`src/rtl/tx_uart.sv`:
```
// UART transmitter: start bit, LSB-first data, optional parity, 1 or 2 stop bits.
// Bit-compatible with rx_uart; every output is driven straight from a register.
module tx_uart #(
  parameter int unsigned CLKS_PER_BIT = 1,
  parameter int unsigned DATA_BITS    = 8,
  parameter bit          PARITY_EN    = 1'b0,
  parameter bit          PARITY_ODD   = 1'b0,
  parameter int unsigned STOP_BITS    = 1
) (
  input  logic       clk,
  input  logic       rst_tx,
  input  logic [7:0] data_tx,
  input  logic       tx_start,
  output logic       out_serial_tx,
  output logic       tx_busy,
  output logic       tx_done
);

  localparam int unsigned BaudW    = (CLKS_PER_BIT > 1) ? $clog2(CLKS_PER_BIT) : 1;
  localparam logic [BaudW-1:0] BaudLast = BaudW'(CLKS_PER_BIT - 1);
  localparam logic [7:0] DataMask = 8'((1 << DATA_BITS) - 1);
  localparam logic [2:0] DataLast = 3'(DATA_BITS - 1);
  localparam logic [2:0] StopLast = 3'(STOP_BITS - 1);

  typedef enum logic [2:0] {
    StIdle,
    StStart,
    StData,
    StParity,
    StStop
  } state_e;

  state_e            r_state;
  logic [BaudW-1:0]  r_baud_cnt;
  logic [2:0]        r_bit_cnt;
  logic [7:0]        r_shift;
  logic              r_parity;

  logic [7:0]        w_data;
  logic              w_baud_tc;

  // Bits above DATA_BITS-1 are dropped before they reach the shifter or the parity.
  assign w_data    = data_tx & DataMask;
  assign w_baud_tc = (r_baud_cnt == BaudLast);

  always_ff @(posedge clk or posedge rst_tx) begin
    if (rst_tx) begin
      r_state       <= StIdle;
      r_baud_cnt    <= '0;
      r_bit_cnt     <= '0;
      r_shift       <= '0;
      r_parity      <= 1'b0;
      out_serial_tx <= 1'b1;
      tx_busy       <= 1'b0;
      tx_done       <= 1'b0;
    end else begin
      tx_done <= 1'b0;
      if (r_state == StIdle) begin
        out_serial_tx <= 1'b1;
        tx_busy       <= 1'b0;
        r_baud_cnt    <= '0;
        r_bit_cnt     <= '0;
        if (tx_start) begin
          r_shift       <= w_data;
          r_parity      <= (^w_data) ^ PARITY_ODD;
          r_state       <= StStart;
          tx_busy       <= 1'b1;
          out_serial_tx <= 1'b0;
        end
      end else if (!w_baud_tc) begin
        r_baud_cnt <= r_baud_cnt + 1'b1;
      end else begin
        r_baud_cnt <= '0;
        case (r_state)
          StStart: begin
            r_state       <= StData;
            r_bit_cnt     <= '0;
            out_serial_tx <= r_shift[0];
          end
          StData: begin
            r_shift <= r_shift >> 1;
            if (r_bit_cnt == DataLast) begin
              r_bit_cnt <= '0;
              if (PARITY_EN) begin
                r_state       <= StParity;
                out_serial_tx <= r_parity;
              end else begin
                r_state       <= StStop;
                out_serial_tx <= 1'b1;
              end
            end else begin
              r_bit_cnt     <= r_bit_cnt + 1'b1;
              out_serial_tx <= r_shift[1];
            end
          end
          StParity: begin
            r_state       <= StStop;
            out_serial_tx <= 1'b1;
          end
          StStop: begin
            if (r_bit_cnt == StopLast) begin
              r_state   <= StIdle;
              r_bit_cnt <= '0;
              tx_busy   <= 1'b0;
              tx_done   <= 1'b1;
            end else begin
              r_bit_cnt <= r_bit_cnt + 1'b1;
            end
          end
          default: r_state <= StIdle;
        endcase
      end
    end
  end

endmodule

```
`config.mk`:
```
export PLATFORM = sky130hd
export DESIGN_NAME = tx_uart
export DESIGN_NICKNAME = d
export VERILOG_FILES = /design/src/rtl/tx_uart.sv
export SDC_FILE = /design/constraint.sdc
export NUM_CORES = 1
export LEC_CHECK = 0
export ABC_AREA = 1
export CAP_MARGIN = 20
export CORE_UTILIZATION = 58
export CTS_BUF_LIST = sky130_fd_sc_hd__clkbuf_8
export DETAILED_ROUTE_END_ITERATION = 8
export PLACE_DENSITY = 0.95
export SYNTH_ARGS = -nofsm -noshare
export SYNTH_HDL_FRONTEND = slang
export SYNTH_SLANG_ARGS = --single-unit
```
`constraint.sdc`:
```
create_clock -name clk -period 2.1 [get_ports clk]
set_input_delay 0.315 -clock clk [delete_from_list [all_inputs] [get_ports clk]]
set_output_delay 0.315 -clock clk [all_outputs]
set_load 0.02 [all_outputs]
```
Word level (Yosys, flattened, before mapping)
Index checks and enable logic that the tools add are counted.

Add/sub/neg operators: 2. Reductions and logical operators: 12. Equal/unequal tests: 9. Multiplexer cells: 31.

Operators with widths (number): two-way mux 8 bit (4); two-way mux 3 bit (9); two-way mux 1 bit (15); case mux 3 bit (4 select lines) (1); case mux 3 bit (3 select lines) (1); nonzero test 4 bit (2); == test 3 x 2 -> 1 bit (second input constant) (2); == test 3 bit (second input constant) (2); zero test 3 bit (2); != test 3 bit (second input constant) (2); AND reduction 3 bit (2); nonzero test 2 bit (3); AND reduction 2 bit (2); AND reduction 4 bit (1); adder 3 x 1 -> 3 bit (second input constant) (1); == test 3 x 1 -> 1 bit (second input constant) (1); case mux 1 bit (3 select lines) (1); != test 2 x 1 -> 1 bit (second input constant) (1); != test 2 bit (second input constant) (1); adder 1 bit (second input constant) (1).

Input bits: 11. Output and inout port bits: 3. Bits in registers: 18. Logic and storage cells: 61.

Logic depth before layout (Yosys ltp)
Word-level depth: 5. Depth in mapped cells: 7. Gate-level depth less buffers: 7.

Worst setup path before layout
No wires, ideal clock.

Path type: register to register. Start point: register r_bit_cnt[0]. End point: register r_state[2]. Setup time: 121 ps. Stages on the path, launching flop included: 6. Path slack: 922 ps. Data required time: 1979 ps. Path buffers: 0. Data arrival time: 1057 ps. Period minus slack after synthesis: 1178 ps. Cells stage by stage: dfrtp_1 ha_1 ha_1 nand3b_1 nand4_1 nand2_1.

Word-level cells in the longest chain between the ends: 3. Elaborated cells between the ends (all ways): 5. Classes of those cells: eq/ne: 3; reduce/logical: 2.

RTL lines: start, declared (line 35) `logic [2:0] r_bit_cnt;`; start signal, assigned (line 92) `r_bit_cnt <= r_bit_cnt + 1'b1;`; start signal, assigned (line 107) `r_bit_cnt <= r_bit_cnt + 1'b1;`; == test 3 bit or zero test 3 bit (tied branches) (line 82, 101); != test 3 bit (no line); AND reduction 4 bit (no line) *; end signal, assigned (line 85) `r_state <= StParity;`; end signal, assigned (line 88) `r_state <= StStop;`; end signal, assigned (line 97) `r_state <= StStop;`; end, declared (line 33) `state_e r_state;`.

Mark *: on every way between the ends. The rest lies on a longest branch, timed or not. A chain may end at the register's enable or synchronous reset.

Worst setup path after layout
Start point: register out_serial_tx. End point: output out_serial_tx.

RTL lines: start, declared (line 14) `output logic out_serial_tx,`; start signal, assigned (line 78) `out_serial_tx <= r_shift[0];`; start signal, assigned (line 86) `out_serial_tx <= r_parity;`; start signal, assigned (line 93) `out_serial_tx <= r_shift[1];`.

No word-level cell between the ends.

==> flow_summary.json <==
{
  "leakage_nw": 0.603,
  "cp_max_fo": 2,
  "worst_ep_required_time_ns": 1.78,
  "endpoint_kind": "primary output",
  "grt_antenna_before_repair": 0,
  "setup_tns_ns": 0,
  "num_rows": 13,
  "core_area_sq_um": 1370,
  "status": "finished clean",
  "synthTopCellsByArea": "dfrtp_1, nand2_1, nand3_1, ha_1, dfstp_2",
  "r2r-end": "r_shift[6]",
  "cts_tree": "yes",
  "clk_pin_slew_worst_paths_ns": 0.06,
  "remaining_drc_errors": 0,
  "grt_max_degree": 18,
  "path_cells": "clkdlybuf4s50_1",
  "skew_ns": 0.00180,
  "vdd_drop_max_uv": 858,
  "postRouteAntennaNets": 0,
  "gp_congestion": 0.810,
  "syn_to_final_growth_pct": 20.2,
  "ys_ff_latch": 17,
  "first_iter_violations": 12,
  "drv_cap": 0,
  "port_buffers": 13,
  "clock_sinks": 17,
  "cts_max_level": 1,
  "pre_cts_slack_ns": 0.668,
  "cp.arrival_ns": 1.37,
  "grt_use_total_pct": 23.9,
  "dp_hpwl_mm": 1.29,
  "synth_async_sr_flop_share_pct": 100,
  "yosys.area.top_type": "dfrtp_1",
  "wl_per_cell_um": 11.9,
  "drt-pass1-iter-count": 4,
  "place_inst": 145,
  "crit_family": "buffers and inverters",
  "worstMarginPinSlew_ns": 0.624,
  "fin_cells": 149,
  "fin_crit_ns": 1.69,
  "die_area_sq_um": 1720,
  "yosysTopAreaCellShare_pct": 44.4,
  "crit_start": "out_serial_tx",
  "r2r_cells": 7,
  "die_h_um": 41.4,
  "start_kind": "register",
  "cts_resized": 0,
  "yosys_most_used_dff": "dfrtp_1",
  "synth_common_cells": "nand2_1, dfrtp_1, nand3_1",
  "start_util_pct": 66.0,
  "clock_latency_ns": 0.25,
  "max_stage_delay_ns": 0.59,
  "rrSetupSlack_ns": 0.72,
  "grt_pass1_vias": 741,
  "num_antenna_cells": 0,
  "synth_cell_types": 19,
  "synth_edf_count": 0,
  "ios": 14,
  "cts_buffers": 3,
  "syn_nets": 132,
  "drive_gt1_share_pct": 10.4,
  "rsz0062_at_grt": "no",
  "synth_warnings": 0,
  "slowest_stage": "clkdlybuf4s50_1",
  "synthesis.area_sq_um": 902,
  "die_x_um": 41.4,
  "fmax_mhz": 592,
  "final_hold_viol_count": 0,
  "cp_num_buf_inv": 1,
  "drt-total-wl_mm": 1.77,
  "slew_headroom_pct": 58.4,
  "final_nets": 149,
  "grt-ovfl-total": 0,
  "routed_via_density": 5.35,
  "grt_first_pass_wirelength_mm": 3.13,
  "criticalPathCategory": "register to primary output",
  "synth_most_common_cell": "nand2_1",
  "finalSetupViolCount": 0,
  "clk_path_buf_depth": 2,
  "cts_setup_buffers": 0,
  "ys_seq_area_share_pct": 47.3,
  "r2r-start": "r_state[1]",
  "postCtsHoldBufs": 0,
  "power_density_nw_per_um2": 1430,
  "path_depth": 1,
  "period_share_pct": 80.4,
  "synthCells": 118,
  "slew_violations": 0,
  "via_count": 797,
  "clockRootBuffer": "clkbuf_8",
  "syn_area_per_cell_sq_um": 7.65,
  "layout_setup_ws_ns": 0.412,
  "hold_class": "input pin to async pin",
  "endpoint": "out_serial_tx"
}
[power breakdown]
| part | switching, mW | internal [mW] |
|---|---|---|
| logic | 0.485 | 0.269 |
| clock network | 0.109 | 0.130 |
| registers | 0.0948 | 0.464 |
[registers in the layout, summed over array words and instances, names as in the netlist]
signal         cells
r_state            3
out_serial_tx      1
tx_done            1
r_shift            8
r_bit_cnt          3
tx_busy            1
[metal layers]
layer	wire length (um)	vias up	track usage, %
met2	826	31	37.8
met5	0	-	0
met4	42	0	13.5
li1	-	397	-
met3	108	5	2.61
met1	789	364	31.8
[per-stage QoR]
step | area [sq um] | power, mW | hold WS, ns | utilization [%]
after floorplan | 902 | 1.13 | 0.240 | -
after global placement | 1040 | 1.28 | 0.458 | 76.1
after detailed placement | 1040 | 1.31 | 0.467 | 76.1
after CTS | 1080 | 1.56 | 0.460 | 79.4
after global routing | 1080 | 1.69 | 0.497 | 79.4
final | 1080 | 1.55 | 0.438 | 79.4
[worst min path at each step]
| stage | startpoint | endpoint | slack [ns] | cells past startpoint |
|---|---|---|---|---|
| global route | out_serial_tx | out_serial_tx | 0.50 | 2 |
| finish | rst_tx | r_shift[2] | 0.44 | 2 |
| CTS | rst_tx | r_shift[4] | 0.46 | 2 |
| detailed placement | out_serial_tx | out_serial_tx | 0.47 | 2 |
| floorplan | rst_tx | r_bit_cnt[0] | 0.24 | 1 |
| global placement | out_serial_tx | out_serial_tx | 0.46 | 2 |
[final cells by class]
type | count | area, sq um
repair buffers | 13 | 130
clock buffers | 3 | 41.3
fillers | 99 | 282
multi-input cells | 90 | 427
flip-flops and latches | 17 | 427
inverters | 10 | 37.5
well taps | 15 | 18.8
clock inverters | 1 | 3.75
[cell usage in the layout (no fill, tap or decap), drive strengths merged]
cell type,instances
ha,3
nand2,63
nand3b,1
nor3,1
o21ai,1
inv,11
clkdlybuf4s50,13
clkbuf,3
nand4,1
a21oi,1
nand3,9
nor2,9
dfstp,1
dfrtp,16
o31ai,1
[logic make-up after synthesis]
family / after synthesis / synth area share, %
AOI/OAI and AO/OA: 3 / 1.94
adders and majority gates: 3 / 4.16
buffers and inverters: 11 / 5.41
DFF: 17 / 47.3
and+or+nand+nor: 84 / 41.2
No activity file was read; power rests on OpenSTA's default activity.
==> edit 1: new RTL, same flow settings <==
The parameter `PARITY_EN` goes from 1'b0 to 1'b1.
--- a/src/rtl/tx_uart.sv
+++ b/src/rtl/tx_uart.sv
@@ -3,7 +3,7 @@
 module tx_uart #(
   parameter int unsigned CLKS_PER_BIT = 1,
   parameter int unsigned DATA_BITS    = 8,
-  parameter bit          PARITY_EN    = 1'b0,
+  parameter bit          PARITY_EN    = 1'b1,
   parameter bit          PARITY_ODD   = 1'b0,
   parameter int unsigned STOP_BITS    = 1
 ) (
Behaviour: no difference found for any inputs over 10 cycles, from zero or initial values and one cycle with rst_tx high; that may be too few to reach the edited logic, so the function may still have changed.
==> edit 1 against the unedited design <==
Worst setup slack worse by 0.045 ns; utilization is 8.6 points lower; area after synthesis is 33% higher; final area is 28% higher; wire length is 28% higher; total power is 19% higher; worst hold slack better by 0.019 ns; sequential cell count is 1 higher; die area is 31% higher; largest cell class is now multi-input combinational cells; highest routed layer unchanged.
==> edit 1: results (changes against the unedited design) <==
----------------------------------------------------
[Min path]
  Worst min-delay path category ... in2async

[Finish]
  Count of fill cells added during filler insertion ... 162 (+64%)
  Proportion of layout cells with a drive suffix above 1 ... 0.151 (+0.0467)

[Power]
  Maximum vdd drop ... 0.00108 V (+26%)
  P_leak ... 0.702 nW (+17%)

[Yosys]
  Post-synthesis instance total ... 157 (+33%)
  Mapped Nets ... 171 (+30%)
  Synth area leaders ... dfrtp_1 35%, nand2_1 16%, inv_1 6.3%
  Top cells by instance count after synthesis ... 51 x nand2_1, 20 x inv_1, 17 x dfrtp_1, 15 x nor2_1, 9 x o21ai_1
  Number of unique standard cell types used by synthesis ... 26 (+7)
  Sequential share of the synthesized area ... 0.376 (-0.0969)

[Drt]
  Detailed-route wire length per cell ... 11.3 um (-4.4%)
  Vias per cell ... 5.01 (-6.3%)
  Number of violations reported at the end of detailed-routing iteration 0 ... 14 (+2)
  Wirelength, routed ... 2260 um (+28%)

[Timing]
  Clock tree skew after final layout ... 0.000897 ns (-0.000905 ns)
  Final setup violation count ... 0 (unchanged)
  Highest achievable clock rate ... 0.577 GHz (-2.6%)
  Headroom to the max-slew limit ... 0.559 (-0.0244)

[Placement]
  Placed wire-length estimate after detailed placement ... 1760 um (+36%)
  Routability congestion estimate from global placement ... 0.831 (+2.6%)

[GRT]
  Maximum number of pins on one net before global-route repair ... 19 (+1)
  Vias in the first global route ... 851 (+15%)
  Wire length of the first global-routing pass ... 3330 um (+6.4%)
  Overall track demand over capacity in global routing ... 0.217 (-0.0222)

[Setup path]
  Maximum fanout encountered on the critical timing path ... 2 (unchanged)
  Flop-to-flop setup slack ... 0.82 ns (+0.10 ns)
  Startpoint of the lowest-slack register-to-register path ... r_state[0]
  R2R Path End ... r_shift[3]
  Data arrival, critical path ... 1.42 ns (+0.05 ns)
  Worst path max stage delay ... 0.62 ns (+0.03 ns)

[Outcome]
  Run status ... complete, no violations

[CTS]
  H-tree Lvls ... 1 (unchanged)
  Latest clock arrival within the worst-skew pair ... 0.25 ns (about the same)

----------------------------------------------------
## edit 1: cell count changes after synthesis, moves of 2 or more
cell     delta
nand3_1     -4
o21ai_0     +5
a21oi_2     +6
nor2_1     +10
nand2_1     -9
o21ai_1     +9
xor2_1      +2
inv_1      +13
xnor2_1     +3
nand2_8     +2
## edit 1: layout make-up
class,instances,share of cell area
clock buffer,4,0.0396
inverter,23,0.0658
multi-input combinational,114,0.451
sequential,18,0.325
tap,27,0.0243
timing repair buffer,13,0.0937
## edit 1: through the flow
step                 util  setup slack [ns]  power (mW)  instance area, um2  hold WS, ns
floorplan               -             0.939        1.44                1200        0.253
global placement    0.680             0.626        1.53                1330        0.482
detailed placement  0.680             0.572        1.57                1330        0.494
CTS                 0.708             0.366        1.86                1390        0.487
global route        0.708             0.358        1.99                1390        0.540
finish              0.708             0.367        1.85                1390        0.457
## edit 1: kinds of logic (layout without fill, tap and decap cells)
family	after synthesis	in the layout	synth area share
and+or+nand+nor	82	82	0.326
buffers and inverters	25	40	0.102
AOI/OAI and AO/OA	24	24	0.128
DFF	18	18	0.376
xor gates and xnor gates	5	5	0.0365
adders and majority gates	3	3	0.0313
## edit 1: worst max path at each step
stage	slack [ns]	depth (start not counted)	to
2_1_floorplan	0.94	5	r_shift[4]
3_3_place_gp	0.63	10	r_parity
3_5_place_dp	0.57	9	r_parity
4_1_cts	0.37	1	out_serial_tx
5_1_grt	0.36	1	out_serial_tx
6_report	0.37	1	out_serial_tx
## edit 1: power by group
part | switching, mW | internal (mW)
logic | 0.602 | 0.357
clock network | 0.115 | 0.167
registers | 0.0994 | 0.505
total | 0.817 | 1.03
## edit 1: routing by layer
layer	wire, um	part of all wire	global-route usage
met2	1180	0.53	0.438
met3	49	0.022	0.0340
met4	19	0.0084	0.0514
met1	1000	0.44	0.229
met5	0	0	0
==> edit 2: new RTL, same settings <==
Without the edit above. Register the inputs `data_tx` and `tx_start` before use, without a reset. The logic sees them one clock later.
--- a/src/rtl/tx_uart.sv
+++ b/src/rtl/tx_uart.sv
@@ -30,6 +30,14 @@
     StStop
   } state_e;
 
+  logic [7:0] data_tx_q;
+  logic tx_start_q;
+
+  always_ff @(posedge clk) begin
+    data_tx_q  <= data_tx;
+    tx_start_q <= tx_start;
+  end
+
   state_e            r_state;
   logic [BaudW-1:0]  r_baud_cnt;
   logic [2:0]        r_bit_cnt;
@@ -40,7 +48,7 @@
   logic              w_baud_tc;
 
   // Bits above DATA_BITS-1 are dropped before they reach the shifter or the parity.
-  assign w_data    = data_tx & DataMask;
+  assign w_data    = data_tx_q & DataMask;
   assign w_baud_tc = (r_baud_cnt == BaudLast);
 
   always_ff @(posedge clk or posedge rst_tx) begin
@@ -60,7 +68,7 @@
         tx_busy       <= 1'b0;
         r_baud_cnt    <= '0;
         r_bit_cnt     <= '0;
-        if (tx_start) begin
+        if (tx_start_q) begin
           r_shift       <= w_data;
           r_parity      <= (^w_data) ^ PARITY_ODD;
           r_state       <= StStart;
Formal check against the unedited RTL: not equivalent (a bounded check fails within 4 cycles, from zero or initial values and one cycle with rst_tx high).
==> edit 2 against the unedited design <==
Wire length up 20%; global-route usage up 0.14 points; worst setup slack worse by 0.033 ns; sequential cell count up 9; maximum frequency down 1.9%; count of clock-buffer cells in the layout unchanged; total power up 17%; sequential power up 33%; area after synthesis up 29%; final area up 23%; critical path type unchanged; largest cell class unchanged.
==> edit 2: results (changes against the unedited design) <==
----------------------------------------------------
[Drt]
  Wire length on met3 ... 86 um (-20%)
  Wire length on met2 ... 1090 um (+32%)
  Top Metal Used ... met4
  Vias per cell ... 5.45 (+2.0%)
  Wirelength, routed ... 2120 um (+20%)
  Routed met1 length ... 863 um (+9.4%)
  Number of violations reported at the end of detailed-routing iteration 0 ... 20 (+8)
  Number of vias in the routed layout ... 889 (+12%)

[Yosys]
  Syn Area/Cell ... 9.37 um2 (+23%)
  Share of the synthesized area in compound gates (AO/OA/AOI/OAI) ... 0.0398 (+0.0204)
  Synth area leaders ... dfrtp_1 34%, dfxtp_1 16%, nand2_1 13%
  Mapped Nets ... 138 (+4.5%)
  Proportion of synthesized area in mux cells ... 0 (unchanged)
  Fraction of registers with async set or reset after synthesis ... 0.654 (-0.346)
  Top cells by instance count after synthesis ... 39 x nand2_1, 19 x nand3_1, 16 x dfrtp_1, 9 x dfxtp_1, 9 x inv_1
  Number of unique standard cell types used by synthesis ... 23 (+4)
  Sequential share of the synthesized area ... 0.522 (+0.0491)

[Power]
  Maximum vdd drop ... 0.000764 V (-11%)
  P_leak ... 0.686 nW (+14%)
  Reported sequential group power ... 0.743 mW (+33%)
  Clock distribution power ... 0.278 mW (+17%)
  Cell Int Power ... 1.05 mW (+22%)
  Switching share of power ... 0.421 (-0.0232)

[CTS]
  Clock transition time at the flip-flop clock pins of the worst setup and hold paths ... 0.08 ns (+0.02 ns)
  Latest clock arrival within the worst-skew pair ... 0.27 ns (+0.02 ns)

[Timing]
  Transition at the pin with the smallest max-transition slack ... 0.649 ns (+0.0246 ns)
  Clock tree skew after final layout ... 0.00515 ns (+0.00335 ns)
  Worst hold margin ... 0.424 ns (-0.0142 ns)

[Placement]
  Worst setup slack after placement ... 0.669 ns (+0.000938 ns)
  Placed wire-length estimate after detailed placement ... 1520 um (+17%)
  Port Buffers ... 13 (unchanged)
  Placed Instances ... 159 (+9.7%)
  Routability congestion estimate from global placement ... 0.839 (+3.6%)
  Post-place instance area ... 1290 um2 (+24%)

[GRT]
  Global routing met1 resource utilization ... 0.274 (-0.0440)
  Vias in the first global route ... 851 (+15%)
  Wire length of the first global-routing pass ... 3560 um (+14%)
  Met3 usage ... 0.0346 (+0.00853)
  GR Util met2 ... 0.422 (+0.0441)

[Finish]
  Count of fill cells added during filler insertion ... 136 (+37%)
  Final nets ... 153 (+2.7%)
  Proportion of layout cells with a drive suffix above 1 ... 0.167 (+0.0622)
  Largest registers in the final layout ... data_tx_q: 8 flops, r_shift: 8 flops

[Setup path]
  Startpoint of the lowest-slack register-to-register path ... r_state[0]
  Depth of the worst register-to-register path ... 6 (-1)
  Classification of the worst setup path ... reg2out
  Data arrival, critical path ... 1.41 ns (+0.04 ns)
  Flop-to-flop setup slack ... 0.61 ns (-0.11 ns)

[Outcome]
  Run status ... complete, no violations

----------------------------------------------------
==> edit 2: changes by cell type after synthesis, moves of 2 or more <==
cell     unedited run  this run
nand2_2             1         4
inv_1               7         9
nor2_2              2         0
nor2_1              5         0
nand3_2             0         2
nand2_1            60        39
buf_6               1         3
o21ai_1             0         2
nand3_1             9        19
dfxtp_1             0         9
==> edit 2: worst min path at each step <==
stage / from / to / cells after the start
floorplan: rst_tx / r_bit_cnt[0] / 1
global placement: data_tx_q[7] / r_shift[7] / 2
detailed placement: data_tx_q[7] / r_shift[7] / 2
CTS: rst_tx / r_state[2] / 2
global route: tx_start / tx_start_q / 1
finish: rst_tx / r_state[2] / 2
==> edit 2: final cells by class <==
type | instances | area [um2] | share of cell area
flip-flops and latches | 26 | 607 | 0.455
multi-input cells | 82 | 470 | 0.352
repair buffers | 13 | 130 | 0.0975
inverters | 13 | 51.3 | 0.0384
clock buffers | 3 | 41.3 | 0.0309
well taps | 25 | 31.3 | 0.0234
clock inverters | 1 | 3.75 | 0.00281
